File: config.mk
export PLATFORM = sky130hd
export DESIGN_NAME = btn_debounce
export DESIGN_NICKNAME = d
export VERILOG_FILES = /design/src/rtl/btn_debounce_pkg.sv /design/src/rtl/btn_debounce_channel.sv /design/src/rtl/btn_debounce.sv
export SDC_FILE = /design/constraint.sdc
export NUM_CORES = 1
export LEC_CHECK = 0
export BUFFER_PORTS_ARGS = -buffer_cell sky130_fd_sc_hd__buf_2
export CORE_UTILIZATION = 54
export CTS_CLUSTER_DIAMETER = 120
export DETAILED_ROUTE_END_ITERATION = 12
export PLACE_DENSITY = 0.7
export SKIP_CTS_REPAIR_TIMING = 1
export SLEW_MARGIN = 10
export SYNTH_ARGS = -nofsm -noshare
export SYNTH_HDL_FRONTEND = slang
export SYNTH_SLANG_ARGS = --single-unit
File: constraint.sdc
create_clock -name clk -period 1.7 [get_ports clk]
set_input_delay 0.34 -clock clk [delete_from_list [all_inputs] [get_ports clk]]
set_output_delay 0.34 -clock clk [all_outputs]
set_load 0.02 [all_outputs]
File: src/rtl/btn_debounce_pkg.sv
// Board-level timing constants and helpers shared by the push-button conditioning stage.
package btn_debounce_pkg;

  localparam int unsigned CLK_HZ                  = 27_000_000;
  localparam int unsigned DEBOUNCE_MS             = 10;
  localparam int unsigned DEFAULT_DEBOUNCE_CYCLES = (CLK_HZ / 1000) * DEBOUNCE_MS;

  // Stability counter width; never below one bit so tiny debounce settings still elaborate.
  function automatic int unsigned cnt_width(input int unsigned cycles);
    int unsigned w;
    w = $clog2(cycles);
    return (w < 1) ? 1 : w;
  endfunction

endpackage

File: src/rtl/btn_debounce_channel.sv
// One button channel: 2-FF synchroniser, stability counter, debounced level and
// one-cycle press/release strobes. Input is already polarity-normalised (1 = pressed).
module debounce_channel
  import btn_debounce_pkg::*;
#(
  parameter int unsigned DEBOUNCE_CYCLES = DEFAULT_DEBOUNCE_CYCLES
) (
  input  logic clk,
  input  logic rst,
  input  logic pressed_in,
  output logic level_out,
  output logic press_out,
  output logic release_out
);

  localparam int unsigned     CW      = cnt_width(DEBOUNCE_CYCLES);
  localparam logic [CW-1:0]   CNT_MAX = CW'(DEBOUNCE_CYCLES - 1);

  logic          sync1_q, sync1_d;
  logic          sync2_q, sync2_d;
  logic [CW-1:0] cnt_q,   cnt_d;
  logic          level_q, level_d;
  logic          press_q, press_d;
  logic          release_q, release_d;

  // A new level is accepted only after DEBOUNCE_CYCLES consecutive disagreeing samples.
  always_comb begin
    sync1_d   = pressed_in;
    sync2_d   = sync1_q;
    cnt_d     = '0;
    level_d   = level_q;
    press_d   = 1'b0;
    release_d = 1'b0;
    if (sync2_q != level_q) begin
      if (cnt_q == CNT_MAX) begin
        level_d   = sync2_q;
        press_d   = sync2_q;
        release_d = ~sync2_q;
      end else begin
        cnt_d = cnt_q + CW'(1);
      end
    end
  end

  always_ff @(posedge clk) begin
    if (rst) begin
      sync1_q   <= 1'b0;
      sync2_q   <= 1'b0;
      cnt_q     <= '0;
      level_q   <= 1'b0;
      press_q   <= 1'b0;
      release_q <= 1'b0;
    end else begin
      sync1_q   <= sync1_d;
      sync2_q   <= sync2_d;
      cnt_q     <= cnt_d;
      level_q   <= level_d;
      press_q   <= press_d;
      release_q <= release_d;
    end
  end

  assign level_out   = level_q;
  assign press_out   = press_q;
  assign release_out = release_q;

endmodule

File: src/rtl/btn_debounce.sv
// Conditions NUM_BTN raw, bouncing button pins into clean synchronous levels and
// press/release strobes; polarity is normalised here so channels always see 1 = pressed.
module btn_debounce
  import btn_debounce_pkg::*;
#(
  parameter int unsigned NUM_BTN         = 2,
  parameter int unsigned DEBOUNCE_CYCLES = DEFAULT_DEBOUNCE_CYCLES,
  parameter bit          ACTIVE_LOW      = 1'b1
) (
  input  logic               clk,
  input  logic               rst,
  input  logic [NUM_BTN-1:0] btn_raw,
  output logic [NUM_BTN-1:0] btn_level,
  output logic [NUM_BTN-1:0] btn_press,
  output logic [NUM_BTN-1:0] btn_release
);

  logic [NUM_BTN-1:0] pressed_raw;

  assign pressed_raw = ACTIVE_LOW ? ~btn_raw : btn_raw;

  for (genvar g = 0; g < NUM_BTN; g++) begin : g_chan
    debounce_channel #(
      .DEBOUNCE_CYCLES(DEBOUNCE_CYCLES)
    ) u_chan (
      .clk        (clk),
      .rst        (rst),
      .pressed_in (pressed_raw[g]),
      .level_out  (btn_level[g]),
      .press_out  (btn_press[g]),
      .release_out(btn_release[g])
    );
  end

endmodule

Word-level counts from Yosys, hierarchy flattened
Cells that the tools add are included.
Word-level totals
  bits in registers: 48
  input port bits: 4
  output and inout port bits: 6
  word-level logic and storage cells: 31
Cells by class
  add/subtract/negate cells: 2
  eq/ne operators: 4
  bitwise logic cells: 7
  reductions and logical operators: 6
Operators with widths (count)
  19-bit by 1-bit adder with 19-bit output, second input constant: 2
  19-bit == test, second input constant: 2
  3-bit OR reduction: 4
  1-bit inverter: 6
  2-bit AND reduction: 2
  1-bit != test: 2
  2-bit inverter: 1

Longest topological paths before layout
Gate-level depths: netlist of run 1.
  depth after elaboration: 3
  gate-level depth with buffers: 6
  gate-level depth less buffers: 5

Cells and area by module
From an unflattened synthesis of run 1, not the netlist that was laid out.
Second synthesis, totals
  cell total of the unflattened synthesis: 227
  area, all modules: 2165.8 µm²
By module, submodules not included
  debounce_channel at g_chan[1].u_chan: instances 1, cells an instance 111, area an instance 1087.3 µm², seq. area each 480.5 µm²
  debounce_channel at g_chan[0].u_chan: instances 1, cells an instance 114, area an instance 1071.0 µm², seq. area each 480.5 µm²
  btn_debounce: instances 1, cells an instance 2, area an instance 7.5 µm², seq. area each 0.0 µm²

Worst setup path before layout of run 1
Ideal clock, no wire load.
  kind: reg-to-reg
  start point: register g_chan[0].u_chan.cnt_q[15]
  end point: register g_chan[0].u_chan.cnt_q[13]
  library setup time: 0.115 ns
  arrival: 1.785 ns
  data required time: 1.585 ns
  slack: -0.200 ns
  stages on the path, launching flop included: 6
  buffers on the path: 1
  period minus slack after synthesis: 1.900 ns
  cells stage by stage: dfxtp_1 > or4_1 > or4_4 > o21ai_4 > buf_6 > nor2_1
Between the ends
  cells in the longest elaborated chain, start to end: 2
Ends and longest elaborated chain
  from (decl): line btn_debounce_channel.sv:21  | logic [CW-1:0] cnt_q, cnt_d;
  from (signal assigned): line btn_debounce_channel.sv:56  | cnt_q <= cnt_d;
  19-bit == test: line btn_debounce_channel.sv:35  | if (cnt_q == CNT_MAX) begin
  3-bit OR reduction (no source line)
Every way passes these cells.
A chain may end at the register's enable or synchronous reset.

Worst setup path after layout of run 1
  start point: register g_chan[0].u_chan.cnt_q[17]
  end point: register g_chan[0].u_chan.cnt_q[6]
The elaborated chain is that of the path after synthesis.

==> results of run 1 <==
==> sequential cells by signal (all words and copies together) (netlist names) <==
register	flops
g_chan.u_chan.level_out	2
g_chan.u_chan.sync2_q	2
g_chan.u_chan.cnt_q	38
g_chan.u_chan.sync1_q	2
g_chan.u_chan.release_out	2
g_chan.u_chan.press_out	2
==> kinds of logic after synthesis <==
group | share of synthesized area, %
AO/OA/AOI/OAI | 4.98
multiplexers | 0.474
adder cells (fa/ha/maj) | 1.18
AND/OR/NAND/NOR | 30.6
flip-flops | 45.5
buffers and inverters | 4.80
XOR/XNOR | 12.4
==> layout make-up <==
cell class              count  area share, %
clock buffers               5           2.71
clock inverters             3           1.83
inverters                   7           1.04
multi-input cells         173           43.3
flip-flops and latches     48           38.3
well taps                  48           2.37
repair buffers             35           10.5
==> routing by layer <==
layer	wire [um]	global-route usage, %	vias up
li1	-	-	898
met1	2040	30.3	804
met2	1850	33.4	36
met3	142	4.40	7
met4	90	12.5	0
met5	0	0	-
==> per-stage QoR <==
step	hold slack, ns	TNS, ns	instances
2_1_floorplan	0.407	-1.56	240
3_3_place_gp	0.418	-1.62	311
3_5_place_dp	0.423	-1.85	311
4_1_cts	0.158	-2.21	319
5_1_grt	0.160	-3.08	319
6_report	0.167	-2.07	319
==> report_power, final <==
group          leakage, nW  switching (mW)  internal (mW)
Clock               0.0548           0.405          0.443
Sequential           0.391         0.00421           1.13
Combinational        0.335          0.0171         0.0135
Total                0.780           0.426           1.59
==> cell usage in the layout (no fill, tap or decap), drive strengths merged <==
cell,synthesis,final
dfxtp,48,48
nor2,41,41
buf,7,35
xnor2,27,27
nand4,14,14
nor4,14,14
nand3,13,13
nor3,9,9
inv,7,8
nand2,7,7
a21oi,7,7
or4,6,6
o21ai,6,6
clkbuf,5,5
or2,5,5
or3,3,3
xor2,3,3
o31ai,3,3
and3,2,2
nor4bb,2,2
nor2b,2,2
ha,2,2
nand2b,1,1
nand4b,1,1
and2,1,1
nor4b,1,1
a31oi,1,1
mux2i,1,1
nor3b,1,1
clkinvlp,0,1
bufinv,0,1
==> worst paths after layout <==
check	startpoint	cells after the start	end	slack, ns
min reg2reg	g_chan[1].u_chan.cnt_q[0]	1	g_chan[1].u_chan.cnt_q[0]	0.46
max	g_chan[0].u_chan.cnt_q[17]	5	g_chan[0].u_chan.cnt_q[6]	-0.15
min	btn_raw[1]	2	g_chan[1].u_chan.sync1_q	0.17
max reg2reg	g_chan[0].u_chan.cnt_q[17]	5	g_chan[0].u_chan.cnt_q[6]	-0.15
==> summary.md, run 1 <==
| Metric | Value |
|---|---|
| Tmin final | 1.85 ns |
| Synth Register Bits | 48 |
| Drt first pass iters | 4 |
| Die area | around 0.0042 mm^2 |
| Clock Latency Late Sink | 0.31 ns |
| Antenna violations before repair | 0 |
| Ys async rst share | 0% |
| Max incr delay on CP | between 0.5 and 0.6 ns |
| Sequential area share after synthesis | 45.5% |
| PortBufs | 9 |
| Slew Viols, Final | 0 |
| Iter 0 DRT Violations | approximately 130 |
| Number of global-route vias before repair | 1,620 |
| Post-Syn Instances | 240 |
| Final period util | 109% |
| Detailed-route via count | 1,745 |
| Worst slack, placed | -0.129 ns |
| Crit Path Class | register to register |
| Post-layout worst setup margin | -0.152 ns |
| CP Cell Sequence | or4_1, or4_4, o21ai_4, buf_12, nor2_1 |
| Area Growth Syn to Fin | 20.0% |
| Crit path buf inv count | 1 |
| Family with the most delay on the worst path | simple AND/OR/NAND/NOR gates |
| Antenna cells | 0 |
| Worst-margin pin slew | 0.399 ns |
| Placed cell area | 0.00240 mm^2 |
| Pin count of the biggest net entering global routing | 19 |
| Layout Utilization | 68.2% |
| Final antenna-violating net count | 0 |
| Vias per cell | roughly 5.5 |
| CTS Buffer Depth | 2 |
| Max Cap Viol | 0 |
| Total clock sinks | 48 |
| Initial Utilization | 56.8% |
| Final Routed Wirelength | 4130 um |
| Residual DRC | 0 |
| Count of different cell masters after synthesis | 33 |
| Yosys top cell by area | dfxtp_1 |
| Root Buffer | clkbuf_8 |
| H-tree lvl count | 2 |
| WP data required | approximately 1.9 ns |
| CTS clk-pin slew, worst paths | 0.09 ns |
| Synth top cells by count | dfxtp_1, nor2_1, xnor2_1, nand4_1, nor4_1 |
| Remaining Overflow, GRT | 0 |
| Chip width | 64.5 um |
| Gp weighted congestion | between 0.7 and 0.8 |
| Row cnt | 22 |
| Filler cells | 305 |
| Leakage | 0.780 nW |
| Tot Pwr | 2.01 mW |
| Global-route wire length before repair | about 7200 um |
| DR WL/cell | 12.9 um |
| Final net count | 276 |
| Max VDD drop | roughly 0.49 mV |
| Share of layout cells above drive strength 1 | 23.2% |
| Cell Pwr Density | 794 mW/mm^2 |
| Ys Warns | 0 |
| Post-Syn Area per Cell | 8.80 um^2 |
| Count leader, synth | dfxtp_1 |
| Die height | roughly 65 um |
| Final instance area | 0.00253 mm^2 |
| CTS tree | built |
| Rel. slew slack | 73.2% |
| CTS Buf Count | 5 |
| Failing checks | negative setup slack |
| # setup viols final | 16 |
| CP max stage cell | or4_4 |
| Register area | 970 um^2 |
| Arrival time worst endpoint | 2.06 ns |
| Multi-input logic area | 0.00110 mm^2 |
| Area of the core | approximately 0.0037 mm^2 |
| RSZ-0062 raised after global routing | yes |
| Dpl hpwl | 2960 um |
| Status | complete, but fails checks |
| Final hold violation count | 0 |
| Worst Clk Skew | 0.00940 ns |
| Cell Area, Synth | 0.00211 mm^2 |
| Hold crit path type | primary input to register |
| Startpoint Class | register |
| Fmax | 0.540 GHz |
| Synth area leaders | dfxtp_1, xnor2_1, nor2_1 |
| Net Count, Synth | ~250 |
| GRT Overall Usage | 22.5% |
| Count of flip-flops with a built-in enable after synthesis | 0 |
| Worst Setup End Kind | register |
| Synth top area share | 45.5% |
| I/O Pins | 10 |
| Worst-path fanout max | 16 |
| Predominant post-synthesis flop cell | dfxtp_1 |
Note: power is estimated with default switching activity, not from simulation.
==> inputs of run 2 (changes only) <==
--- a/config.mk
+++ b/config.mk
@@ -8,8 +8,10 @@
 export BUFFER_PORTS_ARGS = -buffer_cell sky130_fd_sc_hd__buf_2
 export CORE_UTILIZATION = 54
 export CTS_CLUSTER_DIAMETER = 120
+export CTS_CLUSTER_SIZE = 10
 export DETAILED_ROUTE_END_ITERATION = 12
 export PLACE_DENSITY = 0.7
+export REMOVE_ABC_BUFFERS = 1
 export SKIP_CTS_REPAIR_TIMING = 1
 export SLEW_MARGIN = 10
 export SYNTH_ARGS = -nofsm -noshare
==> run 2 against run 1 <==
Effect of this change:
- the run still ends with negative setup slack left
- register-to-register slack hardly changed
- combinational power is 2% lower
- first-iteration DRC count is 4.7% lower
- non-clock buffer count is 6 higher
- design area hardly changed
- clock-buffer cell count stayed put
- via count is 0.34% higher
- fmax is 0.15% higher
- critical endpoint is now g_chan[0].u_chan.cnt_q[15]
==> summary.md, run 2 (synthesized netlist as in run 1, its figures left out) <==
| Metric | Value |
|---|---|
| Status | complete, but fails checks |
| Failing checks | negative setup slack |
| Global-route wire length before repair | 7160 um |
| Leakage | 0.806 nW |
| Area Growth Syn to Fin | 20.1% |
| Startpoint Class | register |
| Final period util | 109% |
| Final Non-Filler Cells | 325 |
| Fmax | 0.541 GHz |
| Number of global-route vias before repair | 1,564 |
| Tmin final | 1.85 ns |
| RR Endpoint | g_chan[0].u_chan.cnt_q[15] |
| PortBufs | 9 |
| Largest Register | g_chan.u_chan.cnt_q |
| Final Routed Wirelength | 4090 um |
| Hold crit path type | primary input to register |
| CTS Buf Count | 5 |
| Gp weighted congestion | slightly above 0.8 |
| Pin count of the biggest net entering global routing | 19 |
| RSZ-0062 raised after global routing | yes |
| I/O Pins | 10 |
| Max Cap Viol | 0 |
| Antenna cells | 0 |
| Slew Viols, Final | 0 |
| Detailed-route via count | 1,751 |
| Most common cell after layout, fill and taps aside | dfxtp_1 |
| Root Buffer | clkbuf_8 |
| Cell Pwr Density | 782 mW/mm^2 |
| Register area | 967 um^2 |
| Initial Utilization | 56.8% |
| Final antenna-violating net count | 0 |
| Worst-path fanout max | 16 |
| Dpl hpwl | 2820 um |
| Residual DRC | 0 |
| CTS clk-pin slew, worst paths | 0.09 ns |
| Clock Latency Late Sink | 0.31 ns |
| Crit path from | g_chan[0].u_chan.cnt_q[15] |
| DR WL/cell | around 13 um |
| Area of the core | 0.00372 mm^2 |
| Crit Path Class | register to register |
| GRT Overall Usage | ~22% |
| Post-Place Cells | 317 |
| Worst setup endpoint | g_chan[0].u_chan.cnt_q[15] |
| Die area | between 0.004 and 0.005 mm^2 |
| Post-layout worst setup margin | -0.149 ns |
| Max VDD drop | 0.567 mV |
| Most frequent cells in the layout | dfxtp_1, nor2_1, buf_4 |
| Antenna violations before repair | 0 |
| R2R depth | 5 |
| CTS Buffer Depth | 2 |
| Reg-to-Reg Start | g_chan[0].u_chan.cnt_q[15] |
| Total clock sinks | 48 |
| Register-to-Register Setup Slack | -0.15 ns |
| Final hold violation count | 0 |
| Die height | 64.5 um |
| Worst Setup End Kind | register |
| Final net count | 282 |
| H-tree lvl count | 2 |
| Vias per cell | 5.39 |
| Number of cells on the worst hold path | 2 |
| Chip width | 64.5 um |
| Arrival time worst endpoint | 2.05 ns |
| Drt first pass iters | 4 |
| # setup viols final | 17 |
| Worst slack, placed | -0.144 ns |
| Rel. slew slack | a little under three quarters |
| Max reg flops | 38 |
| Filler cells | between 300 and 400 |
| CTS tree | built |
| Worst Clk Skew | 0.00766 ns |
| Multi-input logic area | ~0.0011 mm^2 |
| Iter 0 DRT Violations | 122 |
| WP data required | 1.90 ns |
| Share of layout cells above drive strength 1 | between 20 and 25% |
| Worst-margin pin slew | 0.422 ns |
| Row cnt | 22 |
| Remaining Overflow, GRT | 0 |
## run 2: cell type report
class                   count  area share (%)
well taps                  48            2.37
multi-input cells         173            42.3
flip-flops and latches     48            38.1
clock inverters             3            1.68
inverters                   7            1.04
repair buffers             41            11.7
clock buffers               5            2.71
## run 2: through the flow
step	cell area [um^2]	total power [mW]	hold slack [ns]	util, %	setup TNS [ns]
after floorplan	2040	1.17	0.407	-	-4.90
after global placement	2390	1.19	0.428	64.4	-1.92
after detailed placement	2390	1.19	0.427	64.4	-2.26
after CTS	2510	2.00	0.167	67.4	-2.45
after global routing	2540	2.05	0.170	68.2	-3.51
final	2540	1.98	0.171	68.2	-2.30
## run 2: how the worst min path moves through the flow
stage	from	end	slack [ns]
floorplan	rst	g_chan[0].u_chan.sync1_q	0.41
global placement	g_chan[0].u_chan.sync1_q	g_chan[0].u_chan.sync2_q	0.43
detailed placement	g_chan[0].u_chan.sync1_q	g_chan[0].u_chan.sync2_q	0.43
CTS	btn_raw[1]	g_chan[1].u_chan.sync1_q	0.17
global route	btn_raw[0]	g_chan[0].u_chan.sync1_q	0.17
finish	btn_raw[1]	g_chan[1].u_chan.sync1_q	0.17
## run 2: per-layer routing
layer	share of wire [%]	global-route usage [%]	vias up
li1	-	-	909
met1	54	31.6	811
met5	0	0	-
met2	41	31.6	22
met3	2.9	4.93	9
met4	2.5	11.7	0
## run 2: critical path, stage by stage, from the launching register on
cell and delay, ns:
dfxtp_1 0.32, or4_1 0.51, or4_4 0.56, o21ai_4 0.16
buf_12 0.15, nor2_1 0.05
## run 2: where the power goes
| part | leakage, nW | switching, mW | internal [mW] | total, mW |
|---|---|---|---|---|
| sequential | 0.390 | 0.00379 | 1.13 | 1.13 |
| clock | 0.0541 | 0.386 | 0.435 | 0.821 |
| combinational | 0.362 | 0.0175 | 0.0124 | 0.0299 |
| total | 0.806 | 0.407 | 1.58 | 1.98 |
